### config.mk
export PLATFORM = sky130hd
export DESIGN_NAME = voice_scheduler
export DESIGN_NICKNAME = d
export VERILOG_FILES = /design/src/rtl/voice_pkg.sv /design/src/rtl/voice_scheduler.sv
export SDC_FILE = /design/constraint.sdc
export NUM_CORES = 1
export LEC_CHECK = 0
export CAP_MARGIN = 20
export CORE_MARGIN = 4
export CORE_UTILIZATION = 25
export DETAILED_ROUTE_END_ITERATION = 8
export GPL_TIMING_DRIVEN = 0
export PLACE_DENSITY = 0.51
export SYNTH_ARGS = -nofsm -noshare
export SYNTH_HDL_FRONTEND = slang
export SYNTH_SLANG_ARGS = --single-unit
### constraint.sdc
create_clock -name clk_i -period 8.7 [get_ports clk_i]
set_input_delay 1.305 -clock clk_i [delete_from_list [all_inputs] [get_ports clk_i]]
set_output_delay 1.305 -clock clk_i [all_outputs]
set_load 0.005 [all_outputs]
### src/rtl/voice_pkg.sv
// Shared types and constants for the per-sample voice scheduler.
package voice_pkg;

    localparam int NUM_VOICES_DEF = 3;
    localparam int WAVE_W_DEF     = 12;
    localparam int ENV_W          = 8;
    localparam int ENV_SHIFT      = 8;

    typedef enum logic [2:0] {
        S_IDLE,
        S_ENV_START,
        S_WAIT_MREQ,
        S_MUL_ISSUE,
        S_MUL_WAIT,
        S_WAIT_ENV,
        S_OUT
    } sched_state_e;

endpackage

### src/rtl/voice_scheduler.sv
// Per-sample sequencer: walks each voice through the envelope block and the shared
// multiplier, accumulates the envelope-scaled samples and publishes one mix per tick.
module voice_scheduler
    import voice_pkg::*;
#(
    parameter int NUM_VOICES = NUM_VOICES_DEF,
    parameter int WAVE_W     = WAVE_W_DEF
) (
    input  logic                         clk_i,
    input  logic                         rst_ni,
    input  logic                         sample_tick_i,
    input  logic [NUM_VOICES-1:0]        voice_en_i,
    input  logic [NUM_VOICES*WAVE_W-1:0] wave_i,
    output logic [1:0]                   voice_idx_o,
    output logic                         env_start_o,
    input  logic                         env_mult_start_i,
    input  logic [ENV_W-1:0]             env_raw_i,
    output logic                         env_mult_ready_o,
    input  logic                         env_ready_i,
    output logic                         mul_start_o,
    output logic [WAVE_W-1:0]            mul_a_o,
    output logic [ENV_W-1:0]             mul_b_o,
    input  logic                         mul_done_i,
    input  logic [WAVE_W+ENV_W-1:0]      mul_p_i,
    output logic [WAVE_W+1:0]            mix_o,
    output logic                         mix_valid_o,
    output logic                         overrun_o,
    output logic                         busy_o
);

    localparam int ACC_W = WAVE_W + 2;

    sched_state_e            state_q;
    logic [1:0]              voice_q;
    logic signed [ACC_W-1:0] acc_q;
    logic signed [ACC_W-1:0] acc_d;
    logic signed [ACC_W-1:0] mix_q;
    logic                    mix_valid_q;
    logic                    env_start_q;
    logic                    mul_start_q;
    logic [WAVE_W-1:0]       mul_a_q;
    logic [ENV_W-1:0]        mul_b_q;
    logic                    overrun_q;

    logic [WAVE_W-1:0]       wave_sel;
    logic                    en_sel;
    logic signed [ACC_W-1:0] term;
    logic                    last_voice;

    // NOTE: every variable gets a default before the loop so no latch is inferred.
    always_comb begin
        wave_sel = '0;
        en_sel   = 1'b0;
        for (int v = 0; v < NUM_VOICES; v++) begin
            if (voice_q == 2'(v)) begin
                wave_sel = wave_i[v*WAVE_W +: WAVE_W];
                en_sel   = voice_en_i[v];
            end
        end
    end

    // Arithmetic shift floors toward -inf; the result always fits in the accumulator.
    assign term       = ACC_W'($signed(mul_p_i) >>> ENV_SHIFT);
    assign acc_d      = acc_q + (en_sel ? term : '0);
    assign last_voice = (voice_q == 2'(NUM_VOICES - 1));

    // NOTE: sequential state uses non-blocking assignments only.
    always_ff @(posedge clk_i or negedge rst_ni) begin
        if (!rst_ni) begin
            state_q     <= S_IDLE;
            voice_q     <= '0;
            acc_q       <= '0;
            mix_q       <= '0;
            mix_valid_q <= 1'b0;
            env_start_q <= 1'b0;
            mul_start_q <= 1'b0;
            mul_a_q     <= '0;
            mul_b_q     <= '0;
            overrun_q   <= 1'b0;
        end else begin
            env_start_q <= 1'b0;
            mul_start_q <= 1'b0;
            mix_valid_q <= 1'b0;

            if (sample_tick_i && state_q != S_IDLE) begin
                overrun_q <= 1'b1;
            end

            unique case (state_q)
                S_IDLE: begin
                    if (sample_tick_i) begin
                        acc_q       <= '0;
                        voice_q     <= '0;
                        env_start_q <= 1'b1;
                        state_q     <= S_ENV_START;
                    end
                end
                S_ENV_START: state_q <= S_WAIT_MREQ;
                S_WAIT_MREQ: begin
                    if (env_mult_start_i) begin
                        mul_a_q     <= wave_sel;
                        mul_b_q     <= env_raw_i;
                        mul_start_q <= 1'b1;
                        state_q     <= S_MUL_ISSUE;
                    end
                end
                S_MUL_ISSUE: state_q <= S_MUL_WAIT;
                S_MUL_WAIT: begin
                    if (mul_done_i) begin
                        acc_q   <= acc_d;
                        state_q <= S_WAIT_ENV;
                    end
                end
                S_WAIT_ENV: begin
                    if (env_ready_i) begin
                        if (last_voice) begin
                            mix_q       <= acc_q;
                            mix_valid_q <= 1'b1;
                            state_q     <= S_OUT;
                        end else begin
                            voice_q     <= voice_q + 2'd1;
                            env_start_q <= 1'b1;
                            state_q     <= S_ENV_START;
                        end
                    end
                end
                S_OUT:   state_q <= S_IDLE;
                default: state_q <= S_IDLE;
            endcase
        end
    end

    assign voice_idx_o      = voice_q;
    assign env_start_o      = env_start_q;
    assign env_mult_ready_o = (state_q == S_MUL_WAIT) && mul_done_i;
    assign mul_start_o      = mul_start_q;
    assign mul_a_o          = mul_a_q;
    assign mul_b_o          = mul_b_q;
    assign mix_o            = mix_q;
    assign mix_valid_o      = mix_valid_q;
    assign overrun_o        = overrun_q;
    assign busy_o           = (state_q != S_IDLE);

endmodule

==> results of run 1 <==
[cell families (layout without fill, tap and decap cells)]
logic type      after synthesis  count (layout)
xor+xnor                     11              11
flops                        57              57
simple gates                182             182
compound gates               92              92
fa+ha+maj                    17              17
mux                           2               2
buf+inv                      30             150
[how the worst min path moves through the flow]
stage / startpoint / endpoint / slack, ps / cells after the start
after detailed placement: overrun_o / overrun_o / 450 / 1
after global placement: overrun_o / overrun_o / 440 / 1
final: overrun_o / overrun_o / 460 / 1
after global routing: overrun_o / overrun_o / 480 / 1
after floorplan: overrun_o / overrun_o / 450 / 1
after CTS: overrun_o / overrun_o / 460 / 1
[final cells by class]
class,instances,area share
plain buffers,20,0.0204
repair buffers,107,0.225
clock buffers,12,0.0516
flip-flops and latches,57,0.299
clock inverters,1,0.00105
multi-input cells,304,0.350
well taps,172,0.0451
inverters,10,0.00786
[per-layer routing]
metal,GRT usage,vias to the layer above,part of all wire
met5,0,-,0
met4,0.0609,0,0.028
met3,0.0190,17,0.036
met2,0.207,61,0.49
met1,0.150,1348,0.45
li1,-,1544,-
[power groups by stage]
stage	Combinational (mW)	Sequential [mW]	Clock [mW]
2_1_floorplan	0.409	0.388	0
3_3_place_gp	0.641	0.392	0
3_5_place_dp	0.651	0.393	0
4_1_cts	0.653	0.388	0.316
5_1_grt	0.728	0.400	0.324
6_report	0.643	0.387	0.306
[worst reg2reg max path: cells and delay by family, from the launching register on]
kind                     cells  cell delay, ps
AO/OA/AOI/OAI                5             960
adder cells (fa/ha/maj)      3             780
buffers and inverters        4             630
AND/OR/NAND/NOR              4             540
flip-flops                   1             370
XOR/XNOR                     1             150
[synth_stat cells, types with 4 or more instances]
library cell and count:
inv_1 8, xnor2_1 6, and2_1 11, nor2_1 33
ha_1 16, o21ai_1 4, clkbuf_1 12, o21ai_0 31
nand3_1 6, xor2_1 5, a21o_1 4, nand2_1 115
a21oi_1 36, dfrtp_1 57
[registers in the layout (all words and copies together), names as in the netlist]
register	flops
state_q	3
acc_q	14
voice_idx_o	2
mix_o	14
mul_b_o	8
overrun_o	1
env_start_o	1
mul_a_o	12
mix_valid_o	1
mul_start_o	1
[metrics by stage]
stage           util  worst slack [ps]  hold slack [ps]  power [mW]
2_1_floorplan      -              5260              451       0.798
3_3_place_gp   0.357              4130              441        1.03
3_5_place_dp   0.358              4140              452        1.04
4_1_cts        0.378              4470              463        1.36
5_1_grt        0.378              4290              480        1.45
6_report       0.378              4530              458        1.34
==> out/metrics.yaml, run 1 <==
outcome: "complete, no violations"
drt-wirelength-per-cell_um: 13.0
min_path_type: "reg -> reg"
critical-path-top-delay-family: "compound AO/OA/AOI/OAI gates"
synth_area_leader_cell: "dfrtp_1"
slew_headroom: 0.642
reg2reg_depth: 17
end_kind: "flop"
crit_cells: 15
synth.avg_cell_area_um2: 8.26
cts_tree: "done"
intPower_mw: 0.844
num_antenna_cells: 0
grt_start_max_net_pins: 37
cts-root-buf: "clkbuf_16"
ys_seq_elements: 57
ys_types: 47
sw_frac_of_total: 0.369
gp_congestion: 0.788
grt_pass1_wl_um: 14200
drive_gt1_frac: 0.0607
rows: 41
vdd_drop_max_mv: 0.0919
worst-path-max-fanout: 10
synth_area_mm2: 0.00323
layout_min_cycle_time_ps: 4170
synth_cells: 391
layout_common_cells: "nand2_1, clkdlybuf4s50_1, dfrtp_1"
synth_top_family_by_area: "simple AND/OR/NAND/NOR gates"
setup_viol: 0
area_delta_synth_final_pct: 47.8
cts_sinks: 57
cts_resized: 0
seq_area_frac_synth: 0.442
final_cells: 683
viasPerCell: 4.35
synth_top_area_share: 0.442
antenna_found_initial: 0
overflow: 0
drt_pass1_iterations: 4
cp-startpoint: "voice_en_i[0]"
num_io_pins: 115
synth_xor_area_frac: 0.0298
grt_usage: 0.122
max_freq_mhz: 240
startpoint_type: "input port"
postCtsHoldBufs: 0
drt-initial-drc-count: 131
fillers: 1323
r2r_slack_ps: 5200
grt_pass1_vias: 3016
clkPwrFrac: 0.229
die_w_um: 122
portBuffers: 106
fin_skew_ps: 3.03
post_dp_cell_area_mm2: 0.00452
async_flop_share: 1.00
post_cts_buffers: 0
place_inst: 670
cts_buffers: 9
power_switching_mw: 0.492
yosys-mux-area-fraction: 0.00620
seqPwrFrac: 0.290
regArea_mm2: 0.00143
cts_buffer_depth: 2
syn_nets: 481
clkTransAtPathRegs_ps: 50
crit_buf_inv: 3
p_leak_nw: 2.18
core-area_mm2: 0.0126
critPathCapture: "acc_q[10]"
netlist_top_cells_area: "dfrtp_1, nand2_1, ha_1"
final_common_cell: "nand2_1"
power_density_mw_per_mm2: 280
setup-tns-final_ps: 0
post-route-period-util: 0.480
dieHeight_um: 122
slowest_stage: "clkdlybuf4s50_1"
wirelength_um: 8870
rsz0062_at_grt: "false"
reg2reg_from: "voice_idx_o[1]"
finalInstanceArea_mm2: 0.00477
start_util: 0.256
synthAdderAreaFrac: 0.0682
finalHoldViolations: 0
htreeDepth: 3
finalMaxSlewViolations: 0
ys.flop_type: "dfrtp_1"
vias: 2970
synth-edff-count: 0
synthSimpleGateAreaFrac: 0.246
dieArea_mm2: 0.0148
comb_power_share: 0.481
arrival_ps: 4410
antenna_left: 0
multi_input_area_mm2: 0.00167
required_ps: 8940
maxCapViolCount: 0
hpwl_um: 7140
nets: 599
synth_compound_area_frac: 0.167
r2r_end: "acc_q[10]"
clk_latency_ps: 320
path_class: "in -> reg"
path_cells: "clkdlybuf4s50_1, nand3b_4, a21oi_1, clkbuf_1, and2_1, ha_1, inv_1, fa_1, nor2b_4, o31a_1, nor2_2, o21ai_2, a31oi_1, xor2_1, o21ai_0"
drc: 0
worstMarginPinSlew_ps: 537
ys_warn_count: 0
cpPeakStageDelay_ps: 520
Power figures use the tool's default switching activity.
==> run 2: changes to the inputs <==
--- a/config.mk
+++ b/config.mk
@@ -10,7 +10,7 @@
 export CORE_UTILIZATION = 25
 export DETAILED_ROUTE_END_ITERATION = 8
 export GPL_TIMING_DRIVEN = 0
-export PLACE_DENSITY = 0.51
+export PLACE_DENSITY = 0.52
 export SYNTH_ARGS = -nofsm -noshare
 export SYNTH_HDL_FRONTEND = slang
 export SYNTH_SLANG_ARGS = --single-unit
==> constraint.sdc (replaced) <==
create_clock -name clk_i -period 3.5 [get_ports clk_i]
set_input_delay 0.525 -clock clk_i [delete_from_list [all_inputs] [get_ports clk_i]]
set_output_delay 0.525 -clock clk_i [all_outputs]
set_load 0.005 [all_outputs]
==> run 2 against run 1 <==
  * Die area did not move
  * Cell count rose by 0.44%
  * Total power rose to 2.5 times the previous value
  * Global-route usage rose by 0.30 points
  * Final area rose by 0.71%
  * Critical path depth rose by 2
  * Count of clock-buffer cells in the layout rose by 1
  * First-iteration DRC count rose by 2.3%
  * Flip-flop and latch count did not move
  * Sequential power rose by 150%
==> out/metrics.yaml, run 2 (same netlist as run 1, synthesis figures left out) <==
layout_common_cells: "nand2_1, clkdlybuf4s50_1, dfrtp_1"
startpoint_type: "flop"
htreeDepth: 3  # unchanged
antenna_found_initial: 0  # unchanged
num_io_pins: 115  # unchanged
wirelength_um: 8850  # -0.27%
portBuffers: 106  # unchanged
finalHoldViolations: 0  # unchanged
path_class: "reg -> reg"
grt_usage: 0.125  # +0.00299
viasPerCell: 4.34  # -0.10%
nets: 599  # unchanged
cts-root-buf: "clkbuf_16"
setup_viol: 0  # unchanged
post-route-period-util: 0.920
arrival_ps: 3460  # -950 ps
power_switching_mw: 1.23  # +150%
postCtsHoldBufs: 0  # unchanged
reg2reg_from: "voice_idx_o[1]"
slowest_stage: "fa_1"
finalInstanceArea_mm2: 0.00481  # +0.71%
drive_gt1_frac: 0.0720  # +0.0113
core-area_mm2: 0.0126  # unchanged
max_freq_mhz: 311
num_antenna_cells: 0  # unchanged
clkPwrFrac: 0.237  # +0.008
comb_power_share: 0.476  # -0.005
die_w_um: 122  # unchanged
outcome: "complete, no violations"
clk_latency_ps: 320  # about the same
maxCapViolCount: 0  # unchanged
clkTransAtPathRegs_ps: 50  # about the same
cts_tree: "done"
drt-wirelength-per-cell_um: 12.9  # -0.71%
grt_start_max_net_pins: 37  # unchanged
crit_buf_inv: 4  # +1
worstMarginPinSlew_ps: 524  # -12.8 ps
antenna_left: 0  # unchanged
path_cells: "inv_1, ha_1, buf_6, nand3b_4, a21oi_2, buf_4, and2_1, ha_1, inv_1, fa_1, nor2b_4, o31a_1, nor2_2, o21ai_2, a31oi_1, xor2_1, o21ai_0"
dieHeight_um: 122  # unchanged
drc: 0  # unchanged
min_path_type: "in -> async"
critical-path-top-delay-family: "compound AO/OA/AOI/OAI gates"
vias: 2980  # +0.34%
final_common_cell: "nand2_1"
rsz0062_at_grt: "false"
dieArea_mm2: 0.0148  # unchanged
cpPeakStageDelay_ps: 430  # -90 ps
vdd_drop_max_mv: 0.263  # +190%
hpwl_um: 7170  # +0.43%
sw_frac_of_total: 0.366  # -0.00286
worst-path-max-fanout: 10  # unchanged
post_dp_cell_area_mm2: 0.00452  # unchanged
fin_hold_ws_ps: 182  # -276 ps
rows: 41  # unchanged
cp-startpoint: "voice_idx_o[1]"
grt_pass1_wl_um: 14500  # +1.9%
power_density_mw_per_mm2: 701  # +150%
p_leak_nw: 2.19  # +0.84%
setup-tns-final_ps: 0  # unchanged
cts_buffers: 9  # unchanged
slew_headroom: 0.650  # +0.00851
cts_sinks: 57  # unchanged
end_kind: "flop"
area_delta_synth_final_pct: 48.8
cts_buffer_depth: 2  # unchanged
post-route-util: 0.381  # +0.00268
drt-initial-drc-count: 134  # +2.3%
fin_skew_ps: 10.2  # +7.20 ps
overflow: 0  # unchanged
layout_min_cycle_time_ps: 3220
required_ps: 3740  # -5200 ps
seqPwrFrac: 0.286  # -0.004
finalMaxSlewViolations: 0  # unchanged
grt_pass1_vias: 2981  # -1.2%
start_util: 0.256  # unchanged
drt_pass1_iterations: 4  # unchanged
intPower_mw: 2.14  # +150%
gp_congestion: 0.816  # +3.6%
-- run 2: cell count changes in the layout (fill, tap and decap cells not counted), sizes merged --
cell	before	now
buf	10	11
clkinv	2	4
-- run 2: cell type report --
class | count | area (um^2)
Tap cell | 172 | 215
Clock inverter | 3 | 15.0
Timing Repair Buffer | 107 | 1080
Multi-Input combinational cell | 304 | 1680
Sequential cell | 57 | 1430
Buffer | 20 | 101
Inverter | 10 | 37.5
Clock buffer | 13 | 260
Fill cell | 1349 | 7810
-- run 2: repair_timing --
action                     4_1_cts  5_1_grt
gates resized for setup          1        5
setup endpoints to repair        3        4
buffers inserted                 0        0
-- run 2: per-stage QoR --
step | power, mW | setup WS, ps | instances
2_1_floorplan | 1.98 | 557 | 391
3_3_place_gp | 2.56 | -290 | 669
3_5_place_dp | 2.60 | -257 | 670
4_1_cts | 3.42 | 66.1 | 686
5_1_grt | 3.68 | 19.4 | 686
6_report | 3.37 | 280 | 686
-- run 2: routing by layer --
layer,GRT usage,vias to the layer above,part of all wire
li1,-,1546,-
met4,0.0525,0,0.017
met3,0.0265,8,0.035
met5,0,-,0
met2,0.214,54,0.50
met1,0.152,1372,0.45
-- run 2: final timing paths --
path / cells past startpoint / slack, ps / endpoint
min reg2reg: 1 / 460 / overrun_o
max reg2reg: 17 / 280 / acc_q[10]
min: 1 / 180 / mul_b_o[7]
max in group asynchronous: 2 / 2740 / overrun_o
min in group clk_i: 1 / 460 / overrun_o
max: 17 / 280 / acc_q[10]
-- run 2: power by group through the flow --
stage	sequential (mW)	clock, mW	combinational (mW)
2_1_floorplan	0.965	0	1.02
3_3_place_gp	0.976	0	1.59
3_5_place_dp	0.980	0	1.62
4_1_cts	0.969	0.828	1.63
5_1_grt	0.995	0.856	1.83
6_report	0.966	0.800	1.61
==> run 3: changes to the inputs <==
--- a/config.mk
+++ b/config.mk
@@ -5,7 +5,6 @@
 export SDC_FILE = /design/constraint.sdc
 export NUM_CORES = 1
 export LEC_CHECK = 0
-export CAP_MARGIN = 20
 export CORE_MARGIN = 4
 export CORE_UTILIZATION = 25
 export DETAILED_ROUTE_END_ITERATION = 8
==> run 3 against run 2 <==
  * Critical path depth stayed put
  * Flip-flop and latch count stayed put
  * Wire length stayed put
  * Combinational power hardly changed
  * Non-clock buffer count stayed put
  * Maximum frequency stayed put
  * Sequential power hardly changed
  * Worst setup slack stayed put
  * Highest routed layer unchanged
==> out/metrics.yaml, run 3 (same netlist as run 1, synthesis figures left out) <==
gp_congestion: 0.816  # unchanged
max_freq_mhz: 311  # unchanged
htreeDepth: 3  # unchanged
drc: 0  # unchanged
antenna_left: 0  # unchanged
arrival_ps: 3460  # about the same
drive_gt1_frac: 0.0720  # unchanged
dieHeight_um: 122  # unchanged
dieArea_mm2: 0.0148  # unchanged
power_density_mw_per_mm2: 701  # unchanged
drt_pass1_iterations: 4  # unchanged
drt-initial-drc-count: 134  # unchanged
grt_pass1_wl_um: 14500  # unchanged
grt_usage: 0.125  # unchanged
start_util: 0.256  # unchanged
post_cts_buffers: 0  # unchanged
cts_tree: "done"
postCtsHoldBufs: 0  # unchanged
wirelength_um: 8850  # unchanged
min_path_type: "in -> async"
core-area_mm2: 0.0126  # unchanged
drt-wirelength-per-cell_um: 12.9  # unchanged
die_w_um: 122  # unchanged
path_class: "reg -> reg"
rsz0062_at_grt: "false"
viasPerCell: 4.34  # unchanged
grt_start_max_net_pins: 37  # unchanged
end_kind: "flop"
place_inst: 670  # unchanged
num_antenna_cells: 0  # unchanged
overflow: 0  # unchanged
portBuffers: 106  # unchanged
area_delta_synth_final_pct: 48.8  # unchanged
startpoint_type: "flop"
worst-path-max-fanout: 10  # unchanged
cts_sinks: 57  # unchanged
setup_viol: 0  # unchanged
finalHoldViolations: 0  # unchanged
clkTransAtPathRegs_ps: 50  # about the same
fin_skew_ps: 10.2  # unchanged
final_cells: 686  # unchanged
layout_common_cells: "nand2_1, clkdlybuf4s50_1, dfrtp_1"
slew_headroom: 0.650  # unchanged
multi_input_area_mm2: 0.00168  # unchanged
clk_latency_ps: 320  # about the same
hpwl_um: 7170  # unchanged
p_leak_nw: 2.19  # unchanged
post-route-period-util: 0.920  # unchanged
required_ps: 3740  # about the same
layout_min_cycle_time_ps: 3220  # unchanged
vdd_drop_max_mv: 0.263  # unchanged
finalMaxSlewViolations: 0  # unchanged
cts_buffers: 9  # unchanged
vias: 2980  # unchanged
cts-root-buf: "clkbuf_16"
regArea_mm2: 0.00143  # unchanged
num_io_pins: 115  # unchanged
final_common_cell: "nand2_1"
outcome: "complete, no violations"
worstMarginPinSlew_ps: 524  # unchanged
setup-tns-final_ps: 0  # unchanged
grt_pass1_vias: 2981  # unchanged
rows: 41  # unchanged
cts_buffer_depth: 2  # unchanged
nets: 599  # unchanged
post-route-util: 0.381  # unchanged
maxCapViolCount: 0  # unchanged
fillers: 1349  # unchanged
antenna_found_initial: 0  # unchanged
## run 3: cell counts in the layout (fill, tap and decap cells not counted)
No cell type changed its count.
## run 3: final cells by class
class,count,area share
inverters,10,0.00781
repair buffers,107,0.224
clock inverters,3,0.00312
flip-flops and latches,57,0.297
well taps,172,0.0448
multi-input cells,304,0.349
plain buffers,20,0.0211
clock buffers,13,0.0541
## run 3: path summary, 6_finish.rpt
| path | slack [ps] | depth (start not counted) | start | end |
|---|---|---|---|---|
| max reg2reg | 280 | 17 | voice_idx_o[1] | acc_q[10] |
| max | 280 | 17 | voice_idx_o[1] | acc_q[10] |
| min | 180 | 1 | rst_ni | mul_b_o[7] |
| min reg2reg | 460 | 1 | overrun_o | overrun_o |
| max in group asynchronous | 2740 | 2 | rst_ni | overrun_o |
| min in group clk_i | 460 | 1 | overrun_o | overrun_o |
## run 3: where the power goes
group	total (mW)	leakage, nW	switching, mW	internal (mW)
Combinational	1.61	1.30	0.829	0.777
Sequential	0.966	0.758	0.117	0.849
Clock	0.800	0.139	0.287	0.513
Total	3.37	2.19	1.23	2.14
## run 3: layer usage
metal / vias up / global-route usage / part of all wire
li1: 1546 / - / -
met3: 8 / 0.0265 / 0.035
met5: - / 0 / 0
met1: 1372 / 0.152 / 0.45
met4: 0 / 0.0525 / 0.017
met2: 54 / 0.214 / 0.50
## run 3: worst max-delay path, stage by stage, from the launching register on
cell and delay, ps:
dfrtp_1 370, inv_1 80, ha_1 190, buf_6 130, nand3b_4 140, a21oi_2 230
buf_4 210, and2_1 150, ha_1 170, inv_1 60, fa_1 430, nor2b_4 140
o31a_1 160, nor2_2 60, o21ai_2 200, a31oi_1 130, xor2_1 150, o21ai_0 140
## run 3: metrics by stage
stage	power (mW)	hold WS, ps	setup WS [ps]	area (um^2)
global placement	2.56	441	-290	4510
CTS	3.42	193	66.1	4800
global route	3.68	211	19.4	4810
finish	3.37	182	280	4810
floorplan	1.98	229	557	3230
detailed placement	2.60	453	-257	4520
## run 3: what timing repair did
item / 4_1_cts / 5_1_grt
cloned: 0 / 0
endpoints found under the setup margin: 3 / 4
pin swaps: 0 / 0
resized for setup: 1 / 5
==> edit 1: new RTL, flow settings as in run 1 <==
Put one more register stage on the output `overrun_o`, without a reset. The value now appears one clock later. The other outputs are not delayed to match.
--- a/src/rtl/voice_scheduler.sv
+++ b/src/rtl/voice_scheduler.sv
@@ -138,7 +138,9 @@
     assign mul_b_o          = mul_b_q;
     assign mix_o            = mix_q;
     assign mix_valid_o      = mix_valid_q;
-    assign overrun_o        = overrun_q;
+    always_ff @(posedge clk_i) begin
+        overrun_o <= overrun_q;
+    end
     assign busy_o           = (state_q != S_IDLE);
 
 endmodule
Function: changed (Yosys sat finds a counterexample within 4 cycles, from zero or initial values and one cycle with rst_ni low).
==> edit 1 against run 1 <==
  * Clock power up 14%
  * Count of clock-buffer cells in the layout up 3
  * Worst setup slack better by 0.016 ns
  * Synthesized cell count is 0.26% higher
  * Area after synthesis increased by 0.62%
  * Cell area increased by 1.5%
  * Die area up 0.58%
  * Highest routed layer unchanged
  * Sequential cell count is 1 higher
  * Largest power group unchanged
  * Wire length is 0.17% lower
  * Total power rose by 3.3%
==> edit 1: results (changes against run 1) <==
[run_status]
status=finished clean

[critical_path]
r2r_slack_ns=5.20  ; about the same
critical-path-top-delay-family=compound AO/OA/AOI/OAI gates
r2r_end=acc_q[10]
cp_slowest_stage_delay_ns=0.51
worstPathArrival_ns=4.39  ; -0.02 ns
r2r_start=voice_idx_o[1]

[clocking]
cts.path.max_buffers=2  ; unchanged
clkTransAtPathRegs_ns=0.05  ; about the same
cts-root-buf=clkbuf_16
h-tree-depth=3  ; unchanged
ctsResizeCount=0  ; unchanged
post-cts-setup-buffers=0  ; unchanged
clk_latency_ns=0.32  ; about the same
cts_buffers=9  ; unchanged

[place]
place.gp.congestion=0.791  ; +0.38%
pre_cts_ws_ns=4.13  ; -0.0137 ns
place_hpwl_um=7100  ; -0.59%
numPortBuffers=106  ; unchanged

[min_path]
hp-class=register to register
min_from=overrun_q
holdPathEnd=overrun_o
worstHoldPathCells=0  ; -1

[route]
wirelength_um=8850  ; -0.17%
vias=2986  ; +0.54%
drt-initial-drc-count=126  ; -3.8%

[synth]
yosys_warnings=0  ; unchanged
ys_top_cells_by_area=dfrtp_1 (44%), nand2_1 (13%), ha_1 (6.2%)
synth_seq_area_share=0.445  ; +0.00344
ys_types=48  ; +2.1%
netlist_top_cells_count=nand2_1 (115), dfrtp_1 (57), a21oi_1 (36)
synth_fp_nets=482  ; +0.21%
ys_async_sr_fraction=0.983  ; -0.0172

[final_layout]
diodes=0  ; unchanged
nets=600  ; +0.17%
drive_gt1_frac=0.0680  ; +0.00730
nFillCells=1294  ; -2.2%

[power]
p_leak_nw=2.21  ; +1.6%
vdd_drop_max_mv=0.0808  ; -12%

[grt]
grt_pass1_vias=2911  ; -3.5%
grt_use_total=0.122  ; +0.000702
grt_max_degree=40  ; +8.1%
antenna_found_initial=0  ; unchanged
grt_pass1_wl_um=14200  ; -0.24%

[timing]
slew_headroom=0.682  ; +0.0400
skew_ns=0.00433  ; +0.00130 ns

==> edit 1: cell types whose count changed in the layout (fill, tap and decap cells not counted) <==
cell and delta:
clkbuf_1 -1, clkbuf_8 +4, dfxtp_1 +1
==> edit 1: metal layers <==
layer,wire (um),up-vias,part of all wire,track usage
li1,-,1548,-,-
met1,4050,1363,0.46,0.150
met2,4250,61,0.48,0.208
met3,387,14,0.044,0.0260
met4,165,0,0.019,0.0518
met5,0,-,0,0
==> edit 1: cells by family (layout without fill, tap and decap cells) <==
family / count (synthesis) / count (layout) / synth area share
flops: 58 / 58 / 0.445
compound gates: 92 / 92 / 0.166
buf+inv: 30 / 153 / 0.0416
simple gates: 182 / 182 / 0.244
mux: 2 / 2 / 0.00616
xor+xnor: 11 / 11 / 0.0296
fa+ha+maj: 17 / 17 / 0.0677
==> edit 1: worst max path at each step <==
stage	start	endpoint	slack (ns)	cells past startpoint
after global placement	voice_en_i[0]	acc_q[10]	4.18	15
final	voice_en_i[0]	acc_q[10]	4.54	15
after global routing	voice_en_i[0]	acc_q[10]	4.24	15
after CTS	voice_en_i[0]	acc_q[10]	4.47	15
after floorplan	voice_en_i[1]	acc_q[10]	5.26	14
after detailed placement	voice_en_i[0]	acc_q[10]	4.13	15
==> edit 1: area by class of cell <==
class / count / area [sq um] / share of cell area
inverter: 10 / 37.5 / 0.00775
buffer: 20 / 97.6 / 0.0201
clock buffer: 15 / 298 / 0.0615
clock inverter: 1 / 5.00 / 0.00103
sequential: 58 / 1450 / 0.299
tap: 172 / 215 / 0.0444
multi-input combinational: 304 / 1670 / 0.345
timing repair buffer: 107 / 1080 / 0.222
==> edit 1: worst register-to-register path, stage by stage, from the launching register on <==
cell	delay, ns
dfrtp_1	0.37
inv_1	0.08
ha_1	0.19
buf_6	0.13
nand3b_4	0.14
a21oi_1	0.31
clkbuf_1	0.34
and2_1	0.22
ha_1	0.19
inv_1	0.06
fa_1	0.43
nor2b_4	0.13
o31a_1	0.17
nor2_2	0.06
o21ai_2	0.19
a31oi_1	0.13
xor2_1	0.15
o21ai_0	0.14
==> edit 1: through the flow <==
| step | util | total power, W | cells | hold WS, ns | cell area [sq um] |
|---|---|---|---|---|---|
| floorplan | - | 0.000802 | 392 | 0.349 | 3250 |
| global placement | 0.357 | 0.00104 | 670 | 0.364 | 4530 |
| detailed placement | 0.358 | 0.00105 | 671 | 0.355 | 4540 |
| CTS | 0.382 | 0.00140 | 687 | 0.370 | 4840 |
| global route | 0.382 | 0.00150 | 687 | 0.372 | 4840 |
| finish | 0.382 | 0.00138 | 687 | 0.368 | 4840 |
==> edit 1: power breakdown <==
group          internal (W)  switching (W)
registers          0.000346      0.0000465
clock network      0.000231       0.000117
logic              0.000307       0.000332
==> edit 2: new RTL, config.mk and constraints of run 1 <==
Without the edit above. Change the package constant `NUM_VOICES_DEF` from 3 to 6.
--- a/src/rtl/voice_pkg.sv
+++ b/src/rtl/voice_pkg.sv
@@ -1,7 +1,7 @@
 // Shared types and constants for the per-sample voice scheduler.
 package voice_pkg;
 
-    localparam int NUM_VOICES_DEF = 3;
+    localparam int NUM_VOICES_DEF = 6;
     localparam int WAVE_W_DEF     = 12;
     localparam int ENV_W          = 8;
     localparam int ENV_SHIFT      = 8;
Ports: changed (resized voice_en_i and wave_i); port bits go from 115 to 154. The function was not compared with the original's and may differ.
==> edit 2 against run 1 <==
  * Combinational power increased by 13%
  * Cell area increased by 6.7%
  * Global-route usage increased by 1.4 points
  * Count of clock-buffer cells in the layout decreased by 2
  * Wire length increased by 17%
  * Sequential cell count unchanged
  * Worst setup slack got worse by 0.31 ns
  * Total power increased by 11%
  * Clock power increased by 14%
  * Area after synthesis increased by 4.3%
  * Non-clock buffer count increased by 15
  * Sequential share of layout area decreased by 1.9 points
  * Clock skew increased by 0.0068 ns
  * Register-to-register slack got worse by 0.39 ns
  * Largest cell class unchanged
  * Largest power group unchanged
==> edit 2: results (changes against run 1) <==
[critical_path]
r2r_end=acc_q[12]
cp-endpoint=acc_q[12]
cp-startpoint=voice_en_i[2]
reg2reg_depth=18  ; +1
r2r_slack_ns=4.81  ; -0.39 ns

[timing]
skew_ns=0.00985  ; +0.00682 ns
hold_slack_ns=0.465  ; +0.00702 ns
tightest_slew_ns=0.795  ; +0.258 ns

[grt]
grt_use_total=0.136  ; +0.0139
grt_pass1_wl_um=16100  ; +13%

[place]
place_hpwl_um=7950  ; +11%
numPortBuffers=119  ; +12%
dp.cells=692  ; +3.3%
place.gp.congestion=0.830  ; +5.3%

[synth]
synth_seq_area_share=0.423  ; -0.0184
synthCells=396  ; +1.3%
netlist_top_cells_count=nand2_1 (88), dfrtp_1 (57), nor2_1 (36)
synth_fp_nets=526  ; +9.4%
ys_top_cells_by_area=dfrtp_1 (42%), nand2_1 (9.8%), ha_1 (6.3%)

[route]
vias_per_cell=4.51  ; +3.8%
drt-initial-drc-count=158  ; +21%
drtPass1Iterations=5  ; +1

[final_layout]
nets=657  ; +9.7%
drive_gt1_frac=0.0753  ; +0.0147
finalNonFillerCells=707  ; +3.5%

[run_status]
status=finished clean

## edit 2: power by group
part	switching, W	internal, W	leakage, nW
registers	0.0000566	0.000359	0.730
logic	0.000368	0.000357	1.33
clock network	0.000122	0.000227	0.144
total	0.000546	0.000943	2.20
## edit 2: cell type report
cell class / count / area [sq um]
clock inverter: 5 / 56.3
fill: 1396 / 8150
buffer: 22 / 95.1
clock buffer: 10 / 239
inverter: 15 / 56.3
sequential: 57 / 1430
multi-input combinational: 302 / 1790
tap: 176 / 220
timing repair buffer: 120 / 1210
## edit 2: per-layer routing
layer / global-route usage / part of all wire
met3: 0.0427 / 0.084
met2: 0.226 / 0.46
met5: 0 / 0
met1: 0.168 / 0.45
met4: 0.0418 / 0.014
## edit 2: cell families after synthesis
| kind of cell | count (synthesis) | synth area share |
|---|---|---|
| and+or+nand+nor | 161 | 0.208 |
| AOI/OAI and AO/OA | 91 | 0.161 |
| DFF | 57 | 0.423 |
| buffers and inverters | 37 | 0.0449 |
| muxes | 21 | 0.0653 |
| adders and majority gates | 18 | 0.0690 |
| xor gates and xnor gates | 11 | 0.0286 |
## edit 2: through the flow
stage | utilization | worst slack, ns | instance area (sq um)
final | 0.385 | 4.22 | 5090
after global routing | 0.385 | 3.89 | 5090
after CTS | 0.385 | 4.19 | 5090
after detailed placement | 0.362 | 3.86 | 4800
after global placement | 0.361 | 3.92 | 4780
after floorplan | - | 4.91 | 3370
